## config.mk

```make
export PLATFORM = sky130hd
export DESIGN_NAME = serial_sub5
export DESIGN_NICKNAME = d
export VERILOG_FILES = /design/src/rtl/serial_sub5.sv
export SDC_FILE = /design/constraint.sdc
export NUM_CORES = 1
export LEC_CHECK = 0
export CAP_MARGIN = 15
export CORE_ASPECT_RATIO = 0.5
export CORE_MARGIN = 3
export CORE_UTILIZATION = 45
export CTS_CLUSTER_DIAMETER = 40
export DETAILED_ROUTE_END_ITERATION = 10
export GPL_ROUTABILITY_DRIVEN = 0
export PLACE_DENSITY = 0.69
export SYNTH_ARGS = -nofsm -noshare
export SYNTH_HDL_FRONTEND = slang
export SYNTH_SLANG_ARGS = --single-unit
```

## constraint.sdc

```tcl
create_clock -name clk -period 1.4 [get_ports clk]
set_input_delay 0.21 -clock clk [delete_from_list [all_inputs] [get_ports clk]]
set_output_delay 0.21 -clock clk [all_outputs]
set_load 0.03 [all_outputs]
```

## src/rtl/serial_sub5.sv

```systemverilog
// Bit-serial WIDTH-bit subtractor D = X - Y, LSB first, one bit per clock through a single full-adder cell.
// Optional signed-overflow output V when SERIAL_SUB5_OVF_EN is defined.
module serial_sub5 #(
  parameter int WIDTH = 5,
  parameter int CNT_W = 3
) (
  input  logic             clk,
  input  logic             rst,
  input  logic             start,
  input  logic [WIDTH-1:0] X,
  input  logic [WIDTH-1:0] Y,
  output logic             busy,
  output logic             done,
  output logic [WIDTH-1:0] D,
`ifdef SERIAL_SUB5_OVF_EN
  output logic             V,
`endif
  output logic             B5
);

  typedef enum logic [1:0] {IDLE, SHIFT, FIN} state_t;

  state_t             r_state, w_next;
  logic [CNT_W-1:0]   r_cnt;
  logic               r_carry;
  logic [WIDTH-1:0]   r_xs, r_ys;
  // Holds the low WIDTH-1 result bits; the final bit goes straight into D.
  logic [WIDTH-2:0]   r_res;

  logic w_load, w_shift, w_last;
  logic w_nb, w_s, w_cout;

  // X + ~Y + 1 through one full-adder cell
  assign w_nb   = ~r_ys[0];
  assign w_s    = r_xs[0] ^ w_nb ^ r_carry;
  assign w_cout = (r_xs[0] & w_nb) | (r_xs[0] & r_carry) | (w_nb & r_carry);

  always_ff @(posedge clk) begin
    if (rst) r_state <= IDLE;
    else     r_state <= w_next;
  end

  always_comb begin
    w_next = r_state;
    case (r_state)
      IDLE:    if (start) w_next = SHIFT;
      SHIFT:   if (r_cnt == CNT_W'(WIDTH-1)) w_next = FIN;
      FIN:     w_next = start ? SHIFT : IDLE;
      default: w_next = IDLE;
    endcase
  end

  always_comb begin
    w_load  = ((r_state == IDLE) || (r_state == FIN)) && start;
    w_shift = (r_state == SHIFT);
    w_last  = w_shift && (r_cnt == CNT_W'(WIDTH-1));
  end

  always_ff @(posedge clk) begin
    if (rst) begin
      r_cnt   <= '0;
      r_carry <= 1'b0;
      r_xs    <= '0;
      r_ys    <= '0;
      r_res   <= '0;
      busy    <= 1'b0;
      done    <= 1'b0;
      D       <= '0;
      B5      <= 1'b0;
`ifdef SERIAL_SUB5_OVF_EN
      V       <= 1'b0;
`endif
    end else if (w_load) begin
      r_xs    <= X;
      r_ys    <= Y;
      r_carry <= 1'b1;
      r_cnt   <= '0;
      busy    <= 1'b1;
      done    <= 1'b0;
    end else if (w_shift) begin
      r_xs    <= r_xs >> 1;
      r_ys    <= r_ys >> 1;
      r_carry <= w_cout;
      r_res   <= {w_s, r_res[WIDTH-2:1]};
      r_cnt   <= r_cnt + CNT_W'(1);
      if (w_last) begin
        D    <= {w_s, r_res};
        B5   <= ~w_cout;
        busy <= 1'b0;
        done <= 1'b1;
`ifdef SERIAL_SUB5_OVF_EN
        V    <= r_carry ^ w_cout;
`endif
      end
    end else begin
      done <= 1'b0;
    end
  end

endmodule

```

==> results by group, run 1 <==
Outcome
  – Outcome: completed

Synth
  – Cells after Synth: 123
  – Largest family of logic cells by synthesized area: simple AND/OR/NAND/NOR gates
  – Simple-gate portion of the synthesized area: 22.25%
  – Syn Std Cell Area: 1170 um^2
  – Netlist cell types: 30
  – Seq/Total Area, Yosys: 47.91%
  – Synth warn: 0
  – Post-Synth Adder-Cell Area: 3.850%
  – Asr flop ratio synth: 0%
  – Mapped Nets: 139
  – Synth Flop Type: dfxtp_1
  – Post-synth EDFFs: 0
  – #FFs+latches synth: 28
  – Post-synthesis mux area share: 6.845%
  – Syn_area_per_cell: 9.511 um^2
  – Synth Area in Compound Gates: 10.37%
  – Post-Synth XOR/XNOR Area: 1.497%

Clock tree
  – CTS Sinks: 28
  – CTS max path bufs: 2
  – CTS tree: built
  – H-tree levels: 1
  – Cts bufs inserted: 3
  – Clock latency on the worst-skew pair: 0.27 ns
  – Setup bufs post-CTS: 0
  – Clock-pin slew on the worst setup and hold paths: 0.09 ns
  – Clock root buffer: clkbuf_8

Timing
  – Min Tclk post-route: 1.338 ns
  – Achievable frequency: 747.6 MHz
  – Worst-Margin Slew: 0.3027 ns
  – Setup TNS: 0 ns
  – Clk_skew: 0.003317 ns
  – Rel. slew slack: 79.79%
  – Finish-stage setup viols: 0
  – Tcrit/Tclk final: 95.54%
  – Final hold vios: 0
  – Slew Limit Fails: 0

Placed design
  – Placed Area: 1403 um^2
  – Detail Placement HPWL: 1.407 mm
  – IO Port Bufs: 20

Cells and area
  – Share of cells above drive strength 1: 9.655%
  – Diodes inserted: 0
  – Final instance area: 1463 um^2
  – Area delta synth->final: 25.03%
  – Most common cell after layout, fill and taps aside: dfxtp_1
  – Core Util, Final: 62.45%
  – Nets: 162
  – Most frequent cells in the layout: dfxtp_1, nand2_1, nor2_1, clkdlybuf4s50_1, a21oi_1

GRT
  – Most used routing layer in global routing: met1
  – Antenna violations before repair: 0
  – Vias in the first global route: 748
  – GR Util met1: 19.71%
  – Overflow after GRT: 0
  – First-pass GRT wire length: 3.512 mm
  – Gr usage total: 13.66%
  – Met3 Track Usage GR: 4.506%
  – Largest net degree at the start of global routing: 29
  – M2 GR Usage: 19.22%

Die
  – Num rows: 12
  – Initial core utilization: 49.95%
  – IO Count: 21
  – Core area: 2342 um^2
  – Die height: 42.06 um
  – DIE AREA: 3285 um^2
  – Die Span X: 78.11 um

Pwr
  – Static leakage: 0.6085 nW
  – Max rail drop VDD: 0.0004152 V
  – Final Total Pwr: 1.571 mW
  – PD cells: 1074 nW/um^2

Worst setup path
  – CP Class: flip-flop to flip-flop
  – Reg2reg start: r_cnt[0]
  – CP Launch Type: flip-flop
  – Required time of the critical path: 1.57 ns
  – Crit path from: r_cnt[0]
  – Data arrival time of the critical path: 1.51 ns
  – Critical Path End Type: flip-flop
  – CP max FO: 4

Drt
  – Vias: 890
  – Final WL: 2.157 mm
  – DR WL/cell: 11.98 um
  – DR vias/cell: 4.944
  – Post-DRT Antenna Nets: 0
  – Post-route DRC: 0
  – TritonRoute pass-1 iters: 4
  – First DRT Iteration DRCs: 45

Job
  – Max_cap viols: 0

Hold path
  – Hold WC Path Type: flip-flop to flip-flop
  – Worst hold start: B5
## path summary, 6_finish.rpt
check | end | depth (start not counted) | slack, ns
setup / recovery | D[0] | 5 | 0.06
hold / removal | B5 | 2 | 0.45
setup reg to reg | D[0] | 5 | 0.06
hold reg to reg | B5 | 2 | 0.45
## power by group
| part | switching, mW | total (mW) | leakage (nW) | internal (mW) |
|---|---|---|---|---|
| sequential | 0.0273 | 0.862 | 0.229 | 0.835 |
| clock | 0.242 | 0.494 | 0.0288 | 0.252 |
| combinational | 0.108 | 0.214 | 0.351 | 0.106 |
## sequential cells by signal, summed over array words and instances, names as in the netlist
register,cells
B5,1
busy,1
r_cnt,3
done,1
r_res,4
r_xs,5
D,5
r_carry,1
r_state,2
r_ys,5
## synthesized netlist by cell type, drive strengths merged (2+ instances only)
cell type | number | share of area (%)
a21oi | 10 | 4.3
a22oi | 2 | 1.3
a311oi | 5 | 3.7
and2b | 2 | 1.4
buf | 7 | 6.0
dfxtp | 28 | 48
ha | 2 | 2.1
inv | 3 | 0.96
mux2i | 8 | 6.8
nand2 | 22 | 7.1
nand2b | 2 | 1.7
nand3 | 2 | 0.86
nor2 | 13 | 4.2
nor3 | 8 | 3.8
## logic make-up (layout without fill, tap and decap cells)
logic type | Yosys count | count (layout)
AND/OR/NAND/NOR | 52 | 53
flip-flops | 28 | 28
AO/OA/AOI/OAI | 19 | 19
buffers and inverters | 11 | 32
multiplexers | 8 | 8
adder cells (fa/ha/maj) | 3 | 3
XOR/XNOR | 2 | 2
## per-layer routing
layer  vias to the layer above  wire [um]  part of all wire (%)
met5                         -          0                     0
met4                         0         14                  0.65
met3                         2        108                   5.0
met2                        22        894                    41
met1                       402       1138                    53
li1                        464          -                     -
## critical path, stage by stage (launching register included)
cell,delay [ns]
dfxtp_1,0.34
inv_1,0.06
ha_1,0.32
nand4b_2,0.25
mux2i_1,0.21
nor2_1,0.05
## stage by stage
stage | setup WS, ns | hold WS, ns | std cells
2_1_floorplan | 0.2346 | 0.3908 | 123
3_3_place_gp | 0.06916 | 0.4426 | 175
3_5_place_dp | 0.02822 | 0.4489 | 175
4_1_cts | 0.05467 | 0.4589 | 179
5_1_grt | -0.01454 | 0.4789 | 180
6_report | 0.06242 | 0.4545 | 180
## layout make-up
cell class                      instances  area [um^2]
Clock buffer                            4        55.05
Fill cell                             203        879.6
Inverter                                3        11.26
Multi-Input combinational cell         85        539.3
Sequential cell                        28        560.5
Tap cell                               35        43.79
Timing Repair Buffer                   25        252.7
## repair_timing
item | 4_1_cts | 5_1_grt
pin swaps | 0 | 0
cloned | 0 | 1
gates resized for setup | 8 | 0
setup endpoints to repair | 8 | 1
hold buffers | 0 | 0
(Power assumes the default switching activity.)
==> inputs of run 2 (changes only) <==
- PLACE_DENSITY: 0.69 -> 0.72
- clock period: 1.4 -> 1.16 ns (I/O delays scaled with it)
==> run 2 against run 1 <==
Combinational power grew 47%. Wire length grew 9.8%. Sequential share of layout area fell by 2.4 points. Via count is 8.2% higher. Largest cell class unchanged. Worst setup slack worse by 0.032 ns. Largest power group unchanged. Highest routed layer unchanged. Core utilization increased by 5.4 points. Clock skew is essentially flat. Register-to-register slack lost 0.03 ns. Sequential cell count unchanged. Final cell count is 6.1% higher. Power rose by 24%. Critical endpoint is now r_ys[0].
==> results by group, run 2 (synthesis gave the netlist of run 1 again) <==
Cells and area
  – Most frequent cells in the layout: dfxtp_1, buf_4, nand2_1, nor2_1, clkdlybuf4s50_1
  – Final Non-Filler Cells: 191
  – Area delta synth->final: 35.83%
  – Largest regs: D x5, r_xs x5, r_ys x5
  – Diodes inserted: 0
  – Share of cells above drive strength 1: 30.77%
  – Nets: 173

Timing
  – Clk_skew: 0.003444 ns
  – Tcrit/Tclk final: 97.39%
  – Rel. slew slack: 86.51%
  – PnR worst setup slack: 0.03033 ns
  – Unrepaired setup endpoints after global routing: true
  – Min Tclk post-route: 1.130 ns
  – Slew Limit Fails: 0
  – Worst-Margin Slew: 0.2009 ns
  – Finish-stage setup viols: 0
  – Achievable frequency: 885.2 MHz
  – Final hold vios: 0
  – Hold Slack: 0.4589 ns

Outcome
  – Outcome: completed

Clock tree
  – H-tree levels: 1
  – CTS tree: built
  – Clock root buffer: clkbuf_8
  – Clock latency on the worst-skew pair: 0.27 ns
  – Cts hold-fix bufs: 0
  – Clock-pin slew on the worst setup and hold paths: 0.09 ns
  – CTS max path bufs: 2
  – CTS Sinks: 28
  – Cts bufs inserted: 3

Drt
  – Vias: 963
  – DR WL/cell: 12.40 um
  – Post-DRT Antenna Nets: 0
  – First DRT Iteration DRCs: 38
  – Post-route DRC: 0
  – Final WL: 2.369 mm
  – DR vias/cell: 5.042
  – TritonRoute pass-1 iters: 4

Placed design
  – # placed instances: 183
  – Post-Place Setup Slack: -0.1834 ns
  – Detail Placement HPWL: 1.537 mm
  – IO Port Bufs: 20

Worst setup path
  – CP max FO: 11
  – Required time of the critical path: 1.32 ns
  – Buf/Inv on CP: 1
  – CP Class: flip-flop to flip-flop
  – Slowest stage cell, crit path: dfxtp_2
  – R2R Setup Slk: 0.03 ns
  – CP peak stage delay: 0.36 ns
  – Data arrival time of the critical path: 1.29 ns
  – R2R cell count: 4
  – Reg2reg start: r_state[1]
  – CP Launch Type: flip-flop
  – Delay-heaviest family, CP: flip-flops
  – Worst reg2reg endpoint: r_ys[0]
  – Critical Path End Type: flip-flop
  – Cell Chain, Critical Path: and2b_2, buf_12, a22oi_2, a21oi_1

Pwr
  – Max rail drop VDD: 0.0007405 V
  – PD cells: 1228 nW/um^2
  – Static leakage: 0.6914 nW
  – Final Total Pwr: 1.951 mW

Die
  – DIE AREA: 3285 um^2
  – Die Span X: 78.11 um
  – Initial core utilization: 49.95%
  – Num rows: 12
  – IO Count: 21
  – Die height: 42.06 um
  – Core area: 2342 um^2

Hold path
  – Worst hold start: B5
  – Worst hold path depth: 2
  – Hold WC Path Type: flip-flop to flip-flop
  – Hold EP: B5

Job
  – Max_cap viols: 0

GRT
  – Antenna violations before repair: 0
  – First-pass GRT wire length: 3.953 mm
  – Gr usage total: 15.26%
  – Vias in the first global route: 884
  – Largest net degree at the start of global routing: 29
  – Overflow after GRT: 0
## run 2: cell types whose count changed in the layout (fill, tap and decap cells not counted), moves of 2 or more
cell | previous run | this run
dfxtp_1 | 28 | 22
inv_2 | 0 | 2
buf_4 | 3 | 22
dfxtp_2 | 0 | 5
inv_1 | 3 | 1
dlygate4sd2_1 | 8 | 0
## run 2: layer usage
layer	part of all wire, %	global-route usage [%]	vias up
met1	46	18.81	458
met3	4.6	4.506	2
met2	49	26.70	21
met5	0	0	-
li1	-	-	482
met4	0.89	3.136	0
## run 2: per-stage QoR
step | setup TNS (ns) | utilization, % | instance area (um^2)
finish | 0 | 67.84 | 1589
floorplan | 0 | - | 1172
global placement | -0.8276 | 62.23 | 1458
CTS | 0 | 66.61 | 1560
global route | -0.2086 | 67.84 | 1589
detailed placement | -1.289 | 62.23 | 1458
## run 2: worst max-delay path by stage
stage / startpoint / to / slack (ns) / cells after the start
2_1_floorplan: r_cnt[0] / B5 / 0.01 / 5
3_3_place_gp: start / r_ys[4] / -0.14 / 4
5_1_grt: r_cnt[0] / D[0] / -0.04 / 6
3_5_place_dp: start / r_xs[0] / -0.18 / 5
4_1_cts: r_state[0] / r_ys[0] / 0.005 / 4
6_report: r_state[1] / r_ys[0] / 0.03 / 4
## run 2: layout make-up
type	count	area, um^2
timing repair buffer	37	345.3
multi-input combinational	84	563.0
clock buffer	4	55.05
fill	192	753.2
tap	35	43.79
sequential	28	570.5
inverter	3	11.26
## run 2: where the power goes
group          switching [mW]  total [mW]  internal (mW)
clock network           0.290       0.594          0.304
registers              0.0333        1.04           1.01
logic                   0.146       0.315          0.169
total                   0.469        1.95           1.48
## run 2: repair_timing
item | 4_1_cts | 5_1_grt
pin swaps | 3 | 4
hold endpoints to repair | 0 | 0
setup buffers | 2 | 2
gates resized for setup | 11 | 6
setup endpoints to repair | 14 | 16
## run 2: worst reg2reg max path, delay by kind of cell, from the launching register on
family | cells | cell delay [ns]
flops | 1 | 0.36
compound gates | 2 | 0.27
simple gates | 1 | 0.24
buf+inv | 1 | 0.15
